==> src/rtl/cacheline_adapter_pkg.sv <==
// Shared widths and FSM state type for the cache-line to burst-memory adapter.
package cacheline_adapter_pkg;

    localparam int ADDR_W = 32;
    localparam int LINE_W = 256;
    localparam int BEAT_W = 64;
    localparam int BEATS  = LINE_W / BEAT_W;
    localparam int CNT_W  = $clog2(BEATS);
    localparam int OFF_W  = $clog2(LINE_W / 8);

    localparam logic [CNT_W-1:0] LAST_BEAT = CNT_W'(BEATS - 1);

    typedef enum logic [2:0] {
        IDLE,
        RD_REQ,
        RD_DATA,
        WR_BEAT,
        RESP
    } state_t;

endpackage

==> src/rtl/cacheline_adapter_line_buf.sv <==
// Line register assembled from beat-indexed writes; module name cla_line_buf.
module cla_line_buf
    import cacheline_adapter_pkg::*;
(
    input  logic              clk,
    input  logic              rst,
    input  logic              wr_en,
    input  logic [CNT_W-1:0]  wr_idx,
    input  logic [BEAT_W-1:0] wr_data,
    output logic [LINE_W-1:0] line
);

    always_ff @(posedge clk) begin
        if (!rst) begin
            line <= '0;
        end else if (wr_en) begin
            line[wr_idx*BEAT_W +: BEAT_W] <= wr_data;
        end
    end

endmodule

==> src/rtl/cacheline_adapter.sv <==
// Bridges a 256-bit cache line port to a 64-bit burst memory, one transfer at a time.
// Optional build macro CLA_RADDR_CHECK_EN: drop read beats whose burst tag mismatches and raise sticky err.
//
// state   | meaning
// IDLE    | waiting for a line request; write wins over read
// RD_REQ  | burst read request presented until memory accepts it
// RD_DATA | collecting four read beats into the line buffer
// WR_BEAT | presenting four write beats, advancing on bmem_ready
// RESP    | one-cycle dfp_resp, then back to IDLE
module cacheline_adapter
    import cacheline_adapter_pkg::*;
(
    input  logic              clk,
    input  logic              rst,
    input  logic [31:0]       dfp_addr,
    input  logic              dfp_read,
    input  logic              dfp_write,
    input  logic [LINE_W-1:0] dfp_wdata,
    output logic [LINE_W-1:0] dfp_rdata,
    output logic              dfp_resp,
    output logic [31:0]       bmem_addr,
    output logic              bmem_read,
    output logic              bmem_write,
    output logic [BEAT_W-1:0] bmem_wdata,
    input  logic              bmem_ready,
    input  logic [31:0]       bmem_raddr,
    input  logic [BEAT_W-1:0] bmem_rdata,
    input  logic              bmem_rvalid,
    output logic              err
);

    state_t                    state;
    state_t                    state_nx;
    logic [CNT_W-1:0]          cnt;
    logic [ADDR_W-1:OFF_W]     line_addr;
    logic                      raddr_ok;
    logic                      beat_ok;
    logic                      wr_acc;
    logic                      unused_dfp_lo;

    assign unused_dfp_lo = ^dfp_addr[OFF_W-1:0];

`ifdef CLA_RADDR_CHECK_EN
    logic err_q;
    logic unused_raddr_lo;

    assign unused_raddr_lo = ^bmem_raddr[OFF_W-1:0];
    assign raddr_ok        = (bmem_raddr[ADDR_W-1:OFF_W] == line_addr);

    always_ff @(posedge clk) begin
        if (!rst) begin
            err_q <= 1'b0;
        end else if (state == RD_DATA && bmem_rvalid && !raddr_ok) begin
            err_q <= 1'b1;
        end
    end

    assign err = err_q;
`else
    logic unused_raddr;

    assign unused_raddr = ^bmem_raddr;
    assign raddr_ok     = 1'b1;
    assign err          = 1'b0;
`endif

    assign beat_ok = (state == RD_DATA) && bmem_rvalid && raddr_ok;
    assign wr_acc  = (state == WR_BEAT) && bmem_ready;

    always_comb begin
        state_nx = state;
        case (state)
            IDLE: begin
                if (dfp_write) begin
                    state_nx = WR_BEAT;
                end else if (dfp_read) begin
                    state_nx = RD_REQ;
                end
            end
            RD_REQ: begin
                if (bmem_ready) begin
                    state_nx = RD_DATA;
                end
            end
            RD_DATA: begin
                if (beat_ok && cnt == LAST_BEAT) begin
                    state_nx = RESP;
                end
            end
            WR_BEAT: begin
                if (wr_acc && cnt == LAST_BEAT) begin
                    state_nx = RESP;
                end
            end
            RESP: begin
                state_nx = IDLE;
            end
            default: begin
                state_nx = IDLE;
            end
        endcase
    end

    always_ff @(posedge clk) begin
        if (!rst) begin
            state     <= IDLE;
            cnt       <= '0;
            line_addr <= '0;
        end else begin
            state <= state_nx;
            if (state == IDLE && (dfp_write || dfp_read)) begin
                line_addr <= dfp_addr[ADDR_W-1:OFF_W];
            end
            // The counter restarts on every burst entry so a stale count never leaks across transfers.
            if (state_nx != state && (state_nx == RD_DATA || state_nx == WR_BEAT)) begin
                cnt <= '0;
            end else if (beat_ok || wr_acc) begin
                cnt <= cnt + 1'b1;
            end
        end
    end

    cla_line_buf u_rd_line (
        .clk     (clk),
        .rst     (rst),
        .wr_en   (beat_ok),
        .wr_idx  (cnt),
        .wr_data (bmem_rdata),
        .line    (dfp_rdata)
    );

    assign dfp_resp   = (state == RESP);
    assign bmem_read  = (state == RD_REQ);
    assign bmem_write = (state == WR_BEAT);
    assign bmem_addr  = {line_addr, {OFF_W{1'b0}}};
    assign bmem_wdata = (state == WR_BEAT) ? dfp_wdata[cnt*BEAT_W +: BEAT_W] : '0;

endmodule

==> config.mk <==
export PLATFORM = sky130hd
export DESIGN_NAME = cacheline_adapter
export DESIGN_NICKNAME = d
export VERILOG_FILES = /design/src/rtl/cacheline_adapter_pkg.sv /design/src/rtl/cacheline_adapter_line_buf.sv /design/src/rtl/cacheline_adapter.sv
export SDC_FILE = /design/constraint.sdc
export NUM_CORES = 1
export LEC_CHECK = 0
export BUFFER_PORTS_ARGS = -buffer_cell sky130_fd_sc_hd__buf_2
export CORE_AREA = 2 2 292 294
export DETAILED_ROUTE_END_ITERATION = 16
export DIE_AREA = 0 0 294 296
export GPL_ROUTABILITY_DRIVEN = 0
export HOLD_SLACK_MARGIN = 0.15
export SKIP_LAST_GASP = 1
export SYNTH_ARGS = -nofsm -noshare
export SYNTH_HDL_FRONTEND = slang
export SYNTH_SLANG_ARGS = --single-unit
export TNS_END_PERCENT = 5
==> constraint.sdc <==
create_clock -name clk -period 3.8 [get_ports clk]
set_clock_uncertainty 0.2 [all_clocks]
set_input_delay 0 -clock clk [delete_from_list [all_inputs] [get_ports clk]]
set_output_delay 0 -clock clk [all_outputs]
set_load 0.01 [all_outputs]
* Yosys cells after proc, flatten, opt, wreduce, memory -nomap -nowiden
Index checks and enable logic that the tools add are counted.
** Storage, ports and cells
- Bits in registers :: 288
- Output and inout bits :: 356
** Cells by class
- $add $sub $neg :: 2
- Eq/ne operators :: 8
- Shift-type cells :: 3
- Multiplexer cells :: 8
- Bitwise gates (word level) :: 1
- Reduce and logical (&&, ||, !) cells :: 11
** Operators with widths (count)
- $bwmux W256 :: 1
- $shift A64 B34 Y256 const A :: 1
- $shiftx A256 B9 Y64 :: 1
- $shiftx A64 B34 Y256 :: 1
- $mux W64 :: 1
- $neg A8 Y34 :: 1
- $mux W3 :: 5
- $eq A3 B2 Y1 const B :: 4
- $pmux W3 S4 :: 1
- $logic_and A1 B1 Y1 :: 6
- $eq A3 B1 Y1 const B :: 1
- $eq A3 B3 Y1 const B :: 1
- $logic_not A3 Y1 :: 1
- $logic_or A1 B1 Y1 :: 3
- $ne A3 B3 Y1 :: 1
- $add A2 B1 Y2 const B :: 1
- $eq A2 B2 Y1 const B :: 1
- $reduce_or A2 Y1 :: 1
- $not A1 Y1 :: 1

* Logic depth before layout (Yosys ltp)
Gate-level depths: netlist (run 1).
- Word-level depth :: 9
- Gate-level depth with buffers :: 9
- Mapped depth without buffers :: 5

* By module
From an unflattened synthesis (run 1), not the netlist that was laid out.
** Unflattened totals
- Cell total of the unflattened synthesis :: 1091
- Area, all modules :: 12756.0 µm²
** By module, submodules not included
- cla_line_buf :: times used 1, cells each 766, area an instance 9306.4 µm², sequential area each 5124.9 µm²
- cacheline_adapter :: times used 1, cells each 325, area an instance 3449.6 µm², sequential area each 640.6 µm²

* Least setup slack after synthesis (run 1)
Ideal clock, no wire load.
- Path kind :: register -> register
- From :: register cnt[1]
- To :: register u_rd_line.line[68]
- Setup time :: 70 ps
- Arrival :: 2041 ps
- Path slack :: 1489 ps
- Stages on the path, launching flop included :: 10
- Buffers on the path :: 4
- Period minus slack after synthesis :: 2311 ps
- Path through :: dfxtp_1 buf_2 buf_2 inv_1 ha_1 and3b_1 clkbuf_2 clkbuf_1 nand4_1 a21boi_1
** Between the ends
- Word-level cells in the longest chain between the ends :: 3
** Ends and longest elaborated chain
- start, declared :: line cacheline_adapter.sv:34 : logic [CNT_W-1:0] cnt;
- start signal, assigned :: line cacheline_adapter.sv:118 : cnt <= cnt + 1'b1;
- $neg A8 Y34 (*) :: line cacheline_adapter_line_buf.sv:17 : line[wr_idx*BEAT_W +: BEAT_W] <= wr_data;
- $shiftx A64 B34 Y256 or $shift A64 B34 Y256 (tied branches) :: line cacheline_adapter_line_buf.sv:17
- $bwmux W256 (*) :: line cacheline_adapter_line_buf.sv:17
- end signal, assigned by index :: line cacheline_adapter_line_buf.sv:17
- end, declared :: line cacheline_adapter_line_buf.sv:10 : output logic [LINE_W-1:0] line
Every way passes the cells marked *; elsewhere a longest branch is shown, timed or not.
A chain may end at the register's enable or synchronous reset.

* Final worst setup path (run 1)
- From :: register state[0]
- To :: register line_addr[12] (netlist name)
** Between the ends
- Word-level cells in the longest chain between the ends :: 2
** Ends and longest elaborated chain
- start, declared :: line cacheline_adapter.sv:32 : state_t state;
- start signal, assigned :: line cacheline_adapter.sv:110 : state <= state_nx;
- $logic_not A3 Y1 :: line cacheline_adapter.sv:111 : if (state == IDLE && (dfp_write || dfp_read)) begin
- $logic_and A1 B1 Y1 :: line cacheline_adapter.sv:111
- end signal, assigned :: line cacheline_adapter.sv:112 : line_addr <= dfp_addr[ADDR_W-1:OFF_W];
- end, declared :: line cacheline_adapter.sv:35 : logic [ADDR_W-1:OFF_W] line_addr;
Every way passes these cells.

==> results of run 1 <==
==> cell families after synthesis <==
kind of cell               share of synthesized area (%)
AOI/OAI and AO/OA                                  25.23
adders and majority gates                         0.3497
buffers and inverters                              7.885
DFF                                                40.28
muxes                                              10.21
other                                            0.02620
and+or+nand+nor                                    16.02
==> placed cells by master, fill, tap and decap left out, drive strengths merged, types with 2 or more instances in the layout <==
cell type and instances:
mux4 64, a21boi 283, nor2 5, mux2i 2
inv 8, nand4 256, nand2b 4, clkbuf 55
nor3b 3, o21ai 286, dlygate4sd3 248, a21oi 4
ha 4, or3 2, bufinv 3, buf 733
nand3 27, and3 65, clkinvlp 3, clkinv 7
dfxtp 288, conb 6, diode 33
==> power by group <==
part | internal [uW] | switching (uW)
logic | 638 | 803
registers | 3080 | 43.5
clock network | 2290 | 1530
total | 6010 | 2370
==> how the worst max path moves through the flow <==
stage             start                 end  cells past startpoint
3_3_place_gp     cnt[0]  u_rd_line.line[82]                      6
3_5_place_dp     cnt[0]  u_rd_line.line[90]                      6
4_1_cts        state[0]       line_addr[11]                      6
5_1_grt        state[0]       line_addr[12]                      6
6_report       state[0]       line_addr[12]                      6
2_1_floorplan    cnt[1]  u_rd_line.line[68]                      9
==> through the flow <==
| step | instance area [um2] | instances | power [uW] | util [%] |
|---|---|---|---|---|
| global placement | 18590 | 3143 | 4357 | 22.07 |
| finish | 22470 | 3492 | 8380 | 26.68 |
| detailed placement | 18590 | 3143 | 4366 | 22.07 |
| CTS | 22380 | 3459 | 8478 | 26.58 |
| global route | 22420 | 3474 | 8695 | 26.63 |
| floorplan | 14330 | 1535 | 3803 | - |
==> worst max-delay path, cell delays in order, from the launching register on <==
cell and delay, ns:
dfxtp_2 0.34, buf_4 0.31, o21ba_2 0.75, nand3_1 0.22
dlygate4sd3_1 0.64, a21boi_0 0.15, dlygate4sd3_1 0.57
==> flip-flops by register name, indices dropped and copies added (netlist names) <==
register and count:
line_addr 27, cnt 2, state 3, u_rd_line.line 256
==> final cells by class <==
type | count | area share, %
clock buffer | 54 | 5.040
tap | 1090 | 6.070
timing repair buffer | 982 | 28.30
sequential | 288 | 25.70
clock inverter | 14 | 0.8020
inverter | 7 | 0.1170
multi-input combinational | 1024 | 33.60
antenna | 33 | 0.3676
==> metal layers <==
layer  track usage, %  wire [um]
met1            23.46      34960
met2            32.39      42470
met3            7.082       9230
met4            8.188       4129
met5                0        271
==> qor.csv, run 1 <==
stage;metric;value;unit
critical_path;ff2ff_setup_slack;0.52;ns
sta;finalMaxSlewViolations;0;
final_layout;multiInputGateArea;7550;um2
floorplanning;dieArea;87020;um2
sta;rsz0062_at_grt;no;
sta;finalSetupViolations;0;
flow_run;maxCapViolCount;0;
global_route;grt-ovfl-total;0;
critical_path;cp_max_fo;73;
synthesis;synthArstFlopShare;0;%
sta;holdWs;0.1945;ns
final_layout;finalNetCount;2735;
synthesis;ys_types;40;
clock_tree;root_buffer;clkbuf_16;
floorplanning;fp.coreArea;84210;um2
clock_tree;htree_levels;2;
floorplanning;fp.dieW;294;um
sta;slew_headroom;27.69;%
clock_tree;numCtsBuffers;38;
clock_tree;ctsHoldBuffers;248;
sta;hold_viol_final;0;
critical_path;r2r_start;state[0];
synthesis;netlist_area;14310;um2
sta;finalCriticalPeriod;3.277;ns
global_route;grt_max_degree;140;
clock_tree;post_cts_buffers;0;
critical_path;crit_type;flop to flop;
critical_path;crit_path_start_kind;flop;
critical_path;timing.rr.end;line_addr[12];
sta;period_share;86.22;%
floorplanning;io_pins;746;
global_route;antenna_found_initial;71;
drt;drtIter0Drc;1636;
global_route;first_global_vias;16250;
clock_tree;clockBufferDepth;3;
drt;drcViolationCount;0;
final_layout;drive_gt1_share;37.19;%
drt;dr.pass1.iters;5;
clock_tree;cts_num_sinks;288;
synthesis;synth_most_common_cell;dfxtp_1;
critical_path;endpoint_kind;flop;
global_route;gr-usage-all-layers;19.80;%
synthesis;syn_inst;1530;
final_layout;fillers;8947;
critical_path;cp.required;4.09;ns
min_path;min_path_cells;4;
place;port_buffers;702;
outcome;status;completed;
synthesis;ys_seq_area_share;40.28;%
synthesis;yosys-top-cells-area;dfxtp_1 (40%), a21boi_1 (13%), nand4_1 (11%);
power;power_density;373.0;nW/um2
synthesis;synth_common_cells;dfxtp_1 (288), o21ai_0 (285), nand4_1 (256);
floorplanning;initial_core_util;17.00;%
synthesis;synth-seq-cells;288;
clock_tree;clk_pin_slew_worst_paths;0.06;ns
clock_tree;cts_tree;done;
clock_tree;ctsResizeCount;0;
floorplanning;die_h;296;um
place;hpwl;63160;um
min_path;min_to;u_rd_line.line[127];
sta;timing.final.ws_setup;0.5235;ns
drt;vias_per_cell;4.959;
synthesis;syn_area_per_cell;9.355;um2
final_layout;area_growth;56.96;%
place;place_ws;0.8216;ns
drt;totalWireLength;91060;um
sta;worstMarginPinSlew;1.085;ns
min_path;hold_class;input port to flop;
sta;fmax;0.3052;GHz
min_path;min_from;bmem_rdata[63];
critical_path;critical_path_arrival;3.56;ns
power;peakVddDrop;317.7;uV
sta;setup-tns-final;0;ns
power;cellLeakagePower;0.009361;uW
floorplanning;num_rows;107;
drt;wire_per_inst;26.08;um
synthesis;synth_edf_count;0;
synthesis;synth_top_area_share;40.28;%
global_route;grt_pass1_wl;124200;um
drt;vias;17320;
final_layout;regArea;5774;um2
drt;drtAntennaViolNets;0;
synthesis;yosys.area.top_type;dfxtp_1;
clock_tree;clkLatencyLatePin;0.55;ns
critical_path;reg2reg_depth;6;
synthesis;yosysWarnings;0;
synthesis;synth_flop_cell;dfxtp_1;
Note: power is estimated with default switching activity, not from simulation.
==> run 2, diff against run 1 <==
--- a/config.mk
+++ b/config.mk
@@ -6,9 +6,9 @@
 export NUM_CORES = 1
 export LEC_CHECK = 0
 export BUFFER_PORTS_ARGS = -buffer_cell sky130_fd_sc_hd__buf_2
-export CORE_AREA = 2 2 292 294
+export CORE_AREA = 2 2 290 292
 export DETAILED_ROUTE_END_ITERATION = 16
-export DIE_AREA = 0 0 294 296
+export DIE_AREA = 0 0 292 294
 export GPL_ROUTABILITY_DRIVEN = 0
 export HOLD_SLACK_MARGIN = 0.15
 export SKIP_LAST_GASP = 1
==> qor.csv, run 2 (synthesis results as in run 1) <==
stage;metric;value;unit
outcome;status;completed;
drt;drtAntennaViolNets;0;
drt;drcViolationCount;0;
final_layout;area_growth;58.11;%
final_layout;largest_reg_flops;256;
critical_path;crit_path_start_kind;flop;
clock_tree;root_buffer;clkbuf_16;
power;p_sw_share;27.81;%
power;clkPwrFrac;46.7;%
final_layout;reg.largest.list;u_rd_line.line (256), line_addr (27), state (3);
sta;finalSetupViolations;0;
floorplanning;io_pins;746;
flow_run;maxCapViolCount;0;
floorplanning;num_rows;106;
floorplanning;fp.dieW;292;um
power;switchingPower;2380;uW
drt;vias_per_cell;5.005;
sta;worstMarginPinSlew;1.066;ns
critical_path;timing.rr.end;u_rd_line.line[97];
min_path;hold_class;input port to flop;
min_path;min_from;bmem_rdata[47];
min_path;min_to;u_rd_line.line[111];
global_route;grt_pass1_wl;125600;um
global_route;first_global_vias;16680;
clock_tree;cts_tree;done;
final_layout;drive_gt1_share;37.18;%
sta;rsz0062_at_grt;no;
floorplanning;dieArea;85850;um2
clock_tree;clockBufferDepth;3;
critical_path;ff2ff_setup_slack;0.26;ns
power;pwr-share-comb;16.9;%
min_path;min_path_cells;4;
global_route;antenna_found_initial;72;
sta;hold_viol_final;0;
sta;finalCriticalPeriod;3.545;ns
critical_path;critical_path_arrival;3.85;ns
power;peakVddDrop;340.0;uV
drt;totalWireLength;91370;um
critical_path;cp_max_fo;101;
critical_path;crit_type;flop to flop;
floorplanning;fp.coreArea;82890;um2
final_layout;regMostFlops;u_rd_line.line;
floorplanning;die_h;294;um
power;cellLeakagePower;0.009420;uW
drt;vias;17480;
power;finalPower;8558;uW
drt;drtIter0Drc;1937;
critical_path;r2r_start;state[0];
drt;dr.pass1.iters;7;
sta;period_share;93.28;%
final_layout;finalNetCount;2738;
global_route;gr-usage-all-layers;20.09;%
sta;finalMaxSlewViolations;0;
global_route;grt-ovfl-total;0;
final_layout;design_area;22630;um2
clock_tree;htree_levels;2;
power;seqPwrFrac;36.5;%
critical_path;cp.required;4.11;ns
sta;setup-tns-final;0;ns
place;port_buffers;702;
sta;fmax;0.2821;GHz
power;intPower;6178;uW
critical_path;reg2reg_depth;7;
floorplanning;initial_core_util;17.27;%
global_route;grt_max_degree;124;
final_layout;fillers;8788;
clock_tree;cts_num_sinks;288;
place;hpwl;63900;um
power;power_density;378.1;nW/um2
place;placed_area;18640;um2
clock_tree;clkLatencyLatePin;0.55;ns
clock_tree;clk_pin_slew_worst_paths;0.06;ns
final_layout;final_cell_mix;buf_2 (701), o21ai_0 (285), dfxtp_1 (285);
clock_tree;numCtsBuffers;37;
critical_path;endpoint_kind;flop;
final_layout;layout_commonest_cell;buf_2;
drt;wire_per_inst;26.16;um
sta;slew_headroom;28.93;%
-- run 2: cell type report --
type                       count  area, um2  share of cell area (%)
tap                         1080       1351                   5.971
clock buffer                  51       1059                   4.677
antenna                       40      100.1                  0.4423
timing repair buffer         986       6452                   28.51
multi-input combinational   1024       7550                   33.36
sequential                   288       5774                   25.51
inverter                       7      28.78                  0.1272
clock inverter                16      316.6                   1.399
-- run 2: worst max-delay path by stage --
| stage | cells past startpoint | start | endpoint | slack [ns] |
|---|---|---|---|---|
| floorplan | 9 | cnt[1] | u_rd_line.line[68] | 1.49 |
| global placement | 6 | cnt[0] | u_rd_line.line[27] | 1.0 |
| detailed placement | 6 | cnt[0] | u_rd_line.line[29] | 0.97 |
| CTS | 8 | cnt[0] | u_rd_line.line[170] | 0.14 |
| global route | 7 | state[0] | u_rd_line.line[97] | 0.03 |
| finish | 7 | state[0] | u_rd_line.line[97] | 0.26 |
-- run 2: what timing repair did --
| item | CTS | global route |
|---|---|---|
| endpoints found under the hold margin | 288 | 0 |
| hold buffers | 249 | 0 |
| gates resized for setup | 0 | 0 |
| setup buffers | 0 | 1 |
| setup endpoints to repair | 0 | 2 |
-- run 2: critical path, cell delays in order, from the launching register on --
cell,delay [ns]
dfxtp_2,0.32
buf_4,0.32
nor4bb_4,0.67
buf_12,0.41
nand4_1,0.15
dlygate4sd3_1,0.62
a21boi_1,0.14
dlygate4sd3_1,0.55
-- run 2: power groups by stage --
stage	Combinational [uW]	Clock (uW)	Sequential, uW
after floorplan	599	0	3200
after global placement	1170	0	3190
after detailed placement	1170	0	3190
after CTS	1410	4090	3120
after global routing	1520	4200	3130
final	1440	3990	3120
-- run 2: stage by stage --
step / instances / hold WS (ns) / utilization [%] / setup slack (ns)
after floorplan: 1535 / -0.04698 / - / 1.489
after global routing: 3467 / 0.1739 / 27.23 / 0.02562
after global placement: 3135 / 0.06510 / 22.49 / 0.9999
final: 3492 / 0.1857 / 27.30 / 0.2553
after CTS: 3451 / 0.1576 / 27.16 / 0.1352
after detailed placement: 3135 / 0.07021 / 22.49 / 0.9657
-- run 2: per-layer routing --
metal / part of all wire [%] / GRT usage [%]
met5: 0.11 / 0
met3: 10 / 7.024
met1: 39 / 23.82
met4: 4.3 / 9.002
met2: 47 / 32.64
